**config.mk**
```make
export PLATFORM = sky130hd
export DESIGN_NAME = pc_fetch_flat
export DESIGN_NICKNAME = d
export VERILOG_FILES = /design/src/rtl/pc_fetch_pkg.sv /design/src/rtl/pc_fetch_if.sv /design/src/rtl/pc_fetch_buf.sv /design/src/rtl/pc_fetch.sv /design/src/flat_wrapper.sv
export SDC_FILE = /design/constraint.sdc
export NUM_CORES = 1
export LEC_CHECK = 0
export ABC_AREA = 1
export BUFFER_PORTS_ARGS = -buffer_cell sky130_fd_sc_hd__buf_2
export CORE_UTILIZATION = 40
export DETAILED_ROUTE_END_ITERATION = 7
export GPL_TIMING_DRIVEN = 0
export PLACE_DENSITY = 0.7
export SYNTH_ARGS = -nofsm -noshare
export SYNTH_HDL_FRONTEND = slang
export SYNTH_SLANG_ARGS = --single-unit
```
**constraint.sdc**
```tcl
create_clock -name clk -period 3.87 [get_ports clk]
set_clock_uncertainty 0.1 [all_clocks]
set_input_delay 0.774 -clock clk [delete_from_list [all_inputs] [get_ports clk]]
set_output_delay 0.774 -clock clk [all_outputs]
set_load 0.005 [all_outputs]
```
**src/rtl/pc_fetch_pkg.sv**
```systemverilog
// -----------------------------------------------------------------------------
// pc_fetch_pkg
// Shared types and constants for the instruction-fetch front end.
//   PC_W / INSTR_W         : datapath widths
//   DEFAULT_RESET_PC       : default PC loaded on reset
//   DEFAULT_PC_STEP        : default sequential PC increment in bytes
//   state_e                : fetch FSM states
//   align_target()         : clears the byte-offset bits of a redirect target
// -----------------------------------------------------------------------------
package pc_fetch_pkg;

    localparam int PC_W    = 32;
    localparam int INSTR_W = 32;

    localparam logic [PC_W-1:0] DEFAULT_RESET_PC = 32'h0000_0000;
    localparam logic [PC_W-1:0] DEFAULT_PC_STEP  = 32'd4;

    typedef enum logic [1:0] {
        IDLE  = 2'd0,
        REQ   = 2'd1,
        FLUSH = 2'd2,
        HOLD  = 2'd3
    } state_e;

    function automatic logic [PC_W-1:0] align_target(input logic [PC_W-1:0] pc);
        return {pc[PC_W-1:2], 2'b00};
    endfunction

endpackage

```
**src/rtl/pc_fetch_if.sv**
```systemverilog
// -----------------------------------------------------------------------------
// pc_fetch_if
// Bundles the two handshakes of the fetch unit:
//   imem_req/imem_addr  -> memory,  imem_ack/imem_rdata <- memory (req/ack)
//   if_valid/if_pc/if_instr -> decode, if_ready <- decode (valid/ready)
// Modports:
//   master : the fetch unit
//   slave  : the memory + decode side
// -----------------------------------------------------------------------------
interface pc_fetch_if;
    import pc_fetch_pkg::*;

    logic                imem_req;
    logic [PC_W-1:0]     imem_addr;
    logic                imem_ack;
    logic [INSTR_W-1:0]  imem_rdata;

    logic                if_valid;
    logic [PC_W-1:0]     if_pc;
    logic [INSTR_W-1:0]  if_instr;
    logic                if_ready;

    modport master (
        output imem_req, imem_addr,
        input  imem_ack, imem_rdata,
        output if_valid, if_pc, if_instr,
        input  if_ready
    );

    modport slave (
        input  imem_req, imem_addr,
        output imem_ack, imem_rdata,
        input  if_valid, if_pc, if_instr,
        output if_ready
    );

endinterface

```
**src/rtl/pc_fetch_buf.sv**
```systemverilog
// -----------------------------------------------------------------------------
// fetch_buf
// One-entry output register holding the PC and instruction word presented
// to decode.
//   clk, rst (sync, active-low)
//   load      : capture pc_in/instr_in at the next rising edge
//   pc_in     : PC of the fetched word
//   instr_in  : fetched instruction word
//   pc_out    : registered PC (if_pc)
//   instr_out : registered instruction (if_instr)
// -----------------------------------------------------------------------------
module fetch_buf
    import pc_fetch_pkg::*;
(
    input  logic               clk,
    input  logic               rst,
    input  logic               load,
    input  logic [PC_W-1:0]    pc_in,
    input  logic [INSTR_W-1:0] instr_in,
    output logic [PC_W-1:0]    pc_out,
    output logic [INSTR_W-1:0] instr_out
);

    logic [PC_W-1:0]    pc_q,    pc_d;
    logic [INSTR_W-1:0] instr_q, instr_d;

    // NOTE: every variable gets its hold value first so no path leaves it
    // unassigned; an unassigned path in always_comb would infer a latch.
    always_comb begin
        pc_d    = pc_q;
        instr_d = instr_q;
        if (load) begin
            pc_d    = pc_in;
            instr_d = instr_in;
        end
    end

    // NOTE: non-blocking assignments so every flop samples the pre-edge
    // values. The data registers are reset too because decode observes
    // if_pc/if_instr as zero straight out of reset.
    always_ff @(posedge clk) begin
        if (!rst) begin
            pc_q    <= '0;
            instr_q <= '0;
        end else begin
            pc_q    <= pc_d;
            instr_q <= instr_d;
        end
    end

    assign pc_out    = pc_q;
    assign instr_out = instr_q;

endmodule

```
**src/rtl/pc_fetch.sv**
```systemverilog
// -----------------------------------------------------------------------------
// pc_fetch
// Instruction-fetch front end: owns the program counter, issues fetches on a
// req/ack memory port and presents fetched words to decode on valid/ready.
// Redirects from execute are accepted in every state; fetches that are in
// flight when a redirect arrives are completed on the bus and discarded.
//   clk            : rising-edge clock
//   rst            : synchronous, active-low reset
//   stall          : blocks issue of new fetches
//   redirect_valid : branch/jump taken this cycle
//   redirect_pc    : redirect target
//   misalign_err   : sticky misaligned-redirect flag (only with the macro)
//   bus            : pc_fetch_if.master (imem_* and if_* signals)
// Optional feature: define PC_FETCH_ALIGN_CHECK_EN to add misalign_err and
// force redirect targets to word alignment.
// -----------------------------------------------------------------------------
module pc_fetch
    import pc_fetch_pkg::*;
#(
    parameter logic [PC_W-1:0] RESET_PC = DEFAULT_RESET_PC,
    parameter logic [PC_W-1:0] PC_STEP  = DEFAULT_PC_STEP
) (
    input  logic            clk,
    input  logic            rst,
    input  logic            stall,
    input  logic            redirect_valid,
    input  logic [PC_W-1:0] redirect_pc,
`ifdef PC_FETCH_ALIGN_CHECK_EN
    output logic            misalign_err,
`endif
    pc_fetch_if.master      bus
);

    state_e          state_q, state_d;
    logic [PC_W-1:0] pc_q, pc_d;
    logic [PC_W-1:0] fetch_addr_q, fetch_addr_d;
    logic [PC_W-1:0] redirect_tgt;
    logic            buf_load;

`ifdef PC_FETCH_ALIGN_CHECK_EN
    logic misalign_q, misalign_d;

    always_comb begin
        redirect_tgt = align_target(redirect_pc);
        misalign_d   = misalign_q | (redirect_valid & (|redirect_pc[1:0]));
    end

    always_ff @(posedge clk) begin
        if (!rst) misalign_q <= 1'b0;
        else      misalign_q <= misalign_d;
    end

    assign misalign_err = misalign_q;
`else
    assign redirect_tgt = redirect_pc;
`endif

    always_comb begin
        state_d      = state_q;
        pc_d         = pc_q;
        fetch_addr_d = fetch_addr_q;
        buf_load     = 1'b0;
        case (state_q)
            IDLE: begin
                // Redirect updates pc even when stalled.
                if (redirect_valid) pc_d = redirect_tgt;
                if (!stall) begin
                    fetch_addr_d = redirect_valid ? redirect_tgt : pc_q;
                    state_d      = REQ;
                end
            end
            REQ: begin
                if (redirect_valid) begin
                    // The request must still be completed on the bus; FLUSH
                    // waits for the ack, a same-cycle ack goes straight home.
                    pc_d    = redirect_tgt;
                    state_d = bus.imem_ack ? IDLE : FLUSH;
                end else if (bus.imem_ack) begin
                    buf_load = 1'b1;
                    pc_d     = fetch_addr_q + PC_STEP;
                    state_d  = HOLD;
                end
            end
            FLUSH: begin
                if (redirect_valid) pc_d = redirect_tgt;
                if (bus.imem_ack)   state_d = IDLE;
            end
            HOLD: begin
                if (redirect_valid) begin
                    pc_d    = redirect_tgt;
                    state_d = IDLE;
                end else if (bus.if_ready) begin
                    state_d = IDLE;
                end
            end
            default: state_d = IDLE;
        endcase
    end

    always_ff @(posedge clk) begin
        if (!rst) begin
            state_q      <= IDLE;
            pc_q         <= RESET_PC;
            fetch_addr_q <= RESET_PC;
        end else begin
            state_q      <= state_d;
            pc_q         <= pc_d;
            fetch_addr_q <= fetch_addr_d;
        end
    end

    fetch_buf u_fetch_buf (
        .clk       (clk),
        .rst       (rst),
        .load      (buf_load),
        .pc_in     (fetch_addr_q),
        .instr_in  (bus.imem_rdata),
        .pc_out    (bus.if_pc),
        .instr_out (bus.if_instr)
    );

    assign bus.imem_req  = (state_q == REQ) || (state_q == FLUSH);
    assign bus.imem_addr = fetch_addr_q;
    assign bus.if_valid  = (state_q == HOLD);

endmodule

```
**src/flat_wrapper.sv**
```systemverilog
// flat-port wrapper written by rule: the top's interface ports become plain ports
module pc_fetch_flat import pc_fetch_pkg::*;
#(
    parameter logic [PC_W-1:0] RESET_PC = DEFAULT_RESET_PC,
    parameter logic [PC_W-1:0] PC_STEP  = DEFAULT_PC_STEP
)
  (clk, rst, stall, redirect_valid, redirect_pc, bus_imem_req, bus_imem_addr, bus_imem_ack, bus_imem_rdata, bus_if_valid, bus_if_pc, bus_if_instr, bus_if_ready);
  pc_fetch_if bus_i ();
  input  logic clk;
  input  logic rst;
  input  logic stall;
  input  logic redirect_valid;
  input  logic [PC_W-1:0] redirect_pc;
  output wire logic [$bits(bus_i.imem_req)-1:0] bus_imem_req;
  output wire logic [$bits(bus_i.imem_addr)-1:0] bus_imem_addr;
  input wire logic [$bits(bus_i.imem_ack)-1:0] bus_imem_ack;
  input wire logic [$bits(bus_i.imem_rdata)-1:0] bus_imem_rdata;
  output wire logic [$bits(bus_i.if_valid)-1:0] bus_if_valid;
  output wire logic [$bits(bus_i.if_pc)-1:0] bus_if_pc;
  output wire logic [$bits(bus_i.if_instr)-1:0] bus_if_instr;
  input wire logic [$bits(bus_i.if_ready)-1:0] bus_if_ready;
  assign bus_imem_req = bus_i.imem_req;
  assign bus_imem_addr = bus_i.imem_addr;
  assign bus_i.imem_ack = bus_imem_ack;
  assign bus_i.imem_rdata = bus_imem_rdata;
  assign bus_if_valid = bus_i.if_valid;
  assign bus_if_pc = bus_i.if_pc;
  assign bus_if_instr = bus_i.if_instr;
  assign bus_i.if_ready = bus_if_ready;
  pc_fetch #(.RESET_PC(RESET_PC), .PC_STEP(PC_STEP)) u_core (.clk(clk), .rst(rst), .stall(stall), .redirect_valid(redirect_valid), .redirect_pc(redirect_pc), .bus(bus_i));
endmodule
```
Word level (Yosys, flattened, before mapping). Index checks and enable logic that the tools add are counted.

Bits in registers: 130. Input bits: 70. Output and inout port bits: 98. Word-level logic and storage cells: 34.

Add/subtract/negate cells: 1. Eq/ne operators: 7. Multiplexer cells: 15. Bitwise logic cells: 1. Reduce and logical (&&, ||, !) cells: 5.

Operators with widths (count): 2-to-1 mux 32 bit (3); case mux 32 bit (2 select lines) (1); adder 32 x 3 -> 32 bit, second input constant (1); 2-to-1 mux 2 bit (7); case mux 2 bit (4 select lines) (1); equality test 2 bit, second input constant (2); != test 2 bit, second input constant (2); AND reduction 4 bit (1); 2-to-1 mux 1 bit (3); != test 3 x 2 -> 1 bit, second input constant (1); != test 3 bit, second input constant (1); OR reduction 3 bit (1); equality test 2 x 1 -> 1 bit, second input constant (1); zero test 2 bit (1); AND reduction 2 bit (1); logical OR 1 bit (1); inverter 1 bit (1).

Depth between registers and ports, before layout.
Depth after elaboration: 4. Depth in mapped cells: 9. Depth with buffers taken out: 9.

Modules after synthesis. From an unflattened synthesis, not the netlist that was laid out.

Cells, all modules: 997. Area, all modules: 6560.0 um2.

By module, submodules not included: pc_fetch (instances 1, cells each 592, area each 3890.0 um2, seq. area each 1321.3 um2); fetch_buf (instances 1, cells each 405, area each 2670.1 um2, seq. area each 1281.2 um2).

Worst setup path after synthesis. No wires, ideal clock.

Path type: input port to flip-flop. Start point: input port redirect_valid. End point: register u_core.pc_q[22]. Setup time: 122 ps. Arrival: 1600 ps. Required time: 3648 ps. Slack: 2048 ps. Stages: 6. Path buffers: 2. Path through: buf_4 > nor2_8 > nand2_1 > clkbuf_1 > o21ai_0 > a21oi_2.

Cells in the longest elaborated chain, start to end: 2. Elaborated cells on any way between the ends: 4. Classes of those cells: eq/ne: 1; mux: 3.

Ends and longest elaborated chain: from (decl) (line flat_wrapper.sv:12) `input logic redirect_valid;`; 2-to-1 mux 32 bit (on tied branches); case mux 32 bit (2 select lines) (line pc_fetch.sv:63) `case (state_q)`; to (signal assigned) (line pc_fetch.sv:107) `pc_q <= pc_d;`; to (decl) (line pc_fetch.sv:35) `logic [PC_W-1:0] pc_q, pc_d;`.

Several ways; a longest one is shown, not always the timed one. A chain may end at the register's enable or synchronous reset.

Final worst setup path.
Start point: register u_core.state_q[0]. End point: output port bus_imem_req.

Cells in the longest elaborated chain, start to end: 2. Elaborated cells on any way between the ends: 3. Classes of those cells: eq/ne: 2; reduce/logical: 1.

Ends and longest elaborated chain: from (decl) (line pc_fetch.sv:34) `state_e state_q, state_d;`; from (signal assigned) (line pc_fetch.sv:106) `state_q <= state_d;`; equality test 2 x 1 -> 1 bit / equality test 2 bit (equally long branches) (line pc_fetch.sv:122) `assign bus.imem_req = (state_q == REQ) || (state_q == FLUSH);`; logical OR 1 bit (*) (line pc_fetch.sv:122); to (decl) (line flat_wrapper.sv:14) `output wire logic [$bits(bus_i.imem_req)-1:0] bus_imem_req;`.

Every way passes the cells marked *; elsewhere a longest branch is shown, timed or not.

==> flow_summary.toml <==
[logic_synthesis]
syn_area_per_cell_sq_um = 7.17
netlist_instances = 866
ys_types = 37
syn_nets = 942
seq_area_frac_synth_pct = 41.9
synth_warnings = 0
netlist_area_sq_mm = 0.00621
synth_seq_cells = 130

[critical_path]
r2r_slack_ns = 1.77
required_ns = 3.00
cp.arrival_ns = 1.35
path_class = "reg2out"
end_kind = "output pin"
critPathMaxFanout = 4
cp-start-kind = "register"

[cts]
cts_setup_buffers = 0
clockRootBuffer = "clkbuf_16"
clkSlewWorstSetupHoldPaths_ns = 0.06
tritoncts = "done"
postCtsHoldBufs = 0
cts.repair.resized = 0
insertion_delay_ns = 0.42
numCtsBuffers = 17
cts_max_path_buffers = 2
cts_num_sinks = 130
h-tree-depth = 4

[place]
io_buffer_count = 166
dp_hpwl_microns = 14700
place_area_sq_mm = 0.00728
gp_congestion = 0.931

[timing]
setup_violations = 0
fmax_ghz = 0.451
rsz0062_at_grt = "no"
hold_viol = 0
drv_slew = 0
tightest_slew_ns = 0.633
finalCriticalPeriod_ns = 2.22
maxSlewHeadroom_pct = 57.8
period_share_pct = 57.4
whs_ns = 0.354
setup_tns_ns = 0

[floorplanning]
boundaryPins = 168
die_w_microns = 127
core_area_sq_mm = 0.0152
rows = 45
initial_core_util_pct = 40.8
die_area_sq_mm = 0.0160
die_h_microns = 127

[route]
vias_per_cell = 5.34
drtAntennaViolNets = 0
drc = 0
dr.pass1.iters = 6
routed_wl_microns = 20100
vias = 6682
routedWlPerCell_microns = 16.1
drt_iter0_markers = 477

[final_layout]
finish.instance_area_sq_mm = 0.00789
regArea_sq_mm = 0.00260
final_cell_mix = "201 x nand2_1, 187 x buf_2, 130 x dfxtp_1"
fillerInstances = 1526
final_nets = 1127
drive_gt1_share_pct = 24.7
antenna_cells = 0
final_util_pct = 51.9
layout_commonest_cell = "nand2_1"
layout-area-overhead-vs-synth_pct = 27.0
multi_input_area_sq_mm = 0.00319

[power_and_ir_drop]
p_clk_share_pct = 36.0
p_leak_nw = 3.30
pwr-share-comb_pct = 24.8
power_density_mw_per_mm2 = 592
p_sw_w = 0.00161
seq_power_share_pct = 39.2
p_sw_share_pct = 34.5
irDropWorstVdd_mv = 0.335
internal_power_w = 0.00306

[worst_hold_path]
hold_class = "reg2reg"

[job]
max_cap_violations = 0

[global_route]
grt_pass1_wl_microns = 31900
grt_pass1_vias = 6286
grt_usage_pct = 25.6
overflow = 0
grt_max_degree = 17
antenna_found_initial = 0

[run_status]
status = "finished clean"
## kinds of logic (layout without fill, tap and decap cells)
kind of cell,after synthesis,after routing,synth area share [%]
adder cells (fa/ha/maj),6,6,1.21
buffers and inverters,100,297,6.79
XOR/XNOR,3,3,0.423
AO/OA/AOI/OAI,237,237,20.9
flip-flops,130,130,41.9
AND/OR/NAND/NOR,390,390,28.8
## cells in the mapped netlist
cell      count  area (sq um)
nand2_1     201           754
dfxtp_1     130          2600
nand3_1     103           515
a21oi_1     102           510
o21ai_0      83           415
nor2_1       48           180
inv_1        34           128
clkbuf_1     30           113
a31oi_1      29           181
buf_2        21           105
nor2_4        9           101
nand2_2       7          43.8
a41oi_1       6          52.6
ha_1          6          75.1
inv_2         6          22.5
a311oi_1      5          43.8
buf_4         5          37.5
a21oi_2       4          35.0
nand3_2       4          40.0
nor2_2        4          25.0
buf_1         3          11.3
nand2_4       3          33.8
o21bai_1      3          22.5
or2_1         3          18.8
or2_2         3          18.8
a21boi_0      2          15.0
xnor2_1       2          17.5
a211oi_1      1          7.51
and2_1        1          6.26
clkbuf_2      1          5.00
nand4_1       1          6.26
nor2_8        1          20.0
nor3_1        1          5.00
nor3_4        1          16.3
o211ai_1      1          7.51
o21a_1        1          7.51
xor2_1        1          8.76
## power by group through the flow
stage	Clock (W)	Combinational (W)	Sequential [W]
5_1_grt	0.00176	0.00129	0.00186
3_5_place_dp	0	0.00115	0.00184
2_1_floorplan	0	0.000712	0.00176
4_1_cts	0.00170	0.00115	0.00182
3_3_place_gp	0	0.00113	0.00184
6_report	0.00168	0.00116	0.00183
## flip-flops by register name, indices dropped and copies added (netlist names)
signal,flops
u_core.pc_q,32
u_core.bus.imem_addr,32
u_core.u_fetch_buf.pc_out,32
u_core.u_fetch_buf.instr_out,32
u_core.state_q,2
## final cells by class
type	count	share of cell area, %
plain buffers	60	3.44
well taps	188	2.98
inverters	40	1.90
multi-input cells	636	40.4
clock inverters	10	2.02
repair buffers	166	10.5
clock buffers	21	5.71
flip-flops and latches	130	33.0
## metal layers
metal,up-vias,track usage [%],routed length [microns]
li1,3310,-,-
met1,3047,32.7,9080
met2,284,41.1,8970
met3,41,6.75,1510
met4,0,9.85,528
met5,-,0,0
## critical path: stages (launching register included)
cell and delay, ns:
dfxtp_1 0.39, inv_1 0.10, ha_1 0.31, buf_2 0.13
## through the flow
stage | std cells | power [W] | setup slack, ns
after global routing | 1251 | 0.00491 | 1.60
after detailed placement | 1220 | 0.00299 | 1.61
after CTS | 1251 | 0.00467 | 1.64
after floorplan | 866 | 0.00247 | 2.05
final | 1251 | 0.00467 | 1.65
after global placement | 1220 | 0.00297 | 1.64
## worst paths after layout
path	startpoint	endpoint	depth (start not counted)
setup / recovery	u_core.state_q[0]	bus_imem_req	3
hold reg to reg	u_core.u_fetch_buf.pc_out[6]	u_core.u_fetch_buf.pc_out[6]	2
hold / removal	u_core.u_fetch_buf.pc_out[6]	u_core.u_fetch_buf.pc_out[6]	2
setup reg to reg	u_core.state_q[1]	u_core.pc_q[25]	8
No activity file was read; power rests on OpenSTA's default activity.
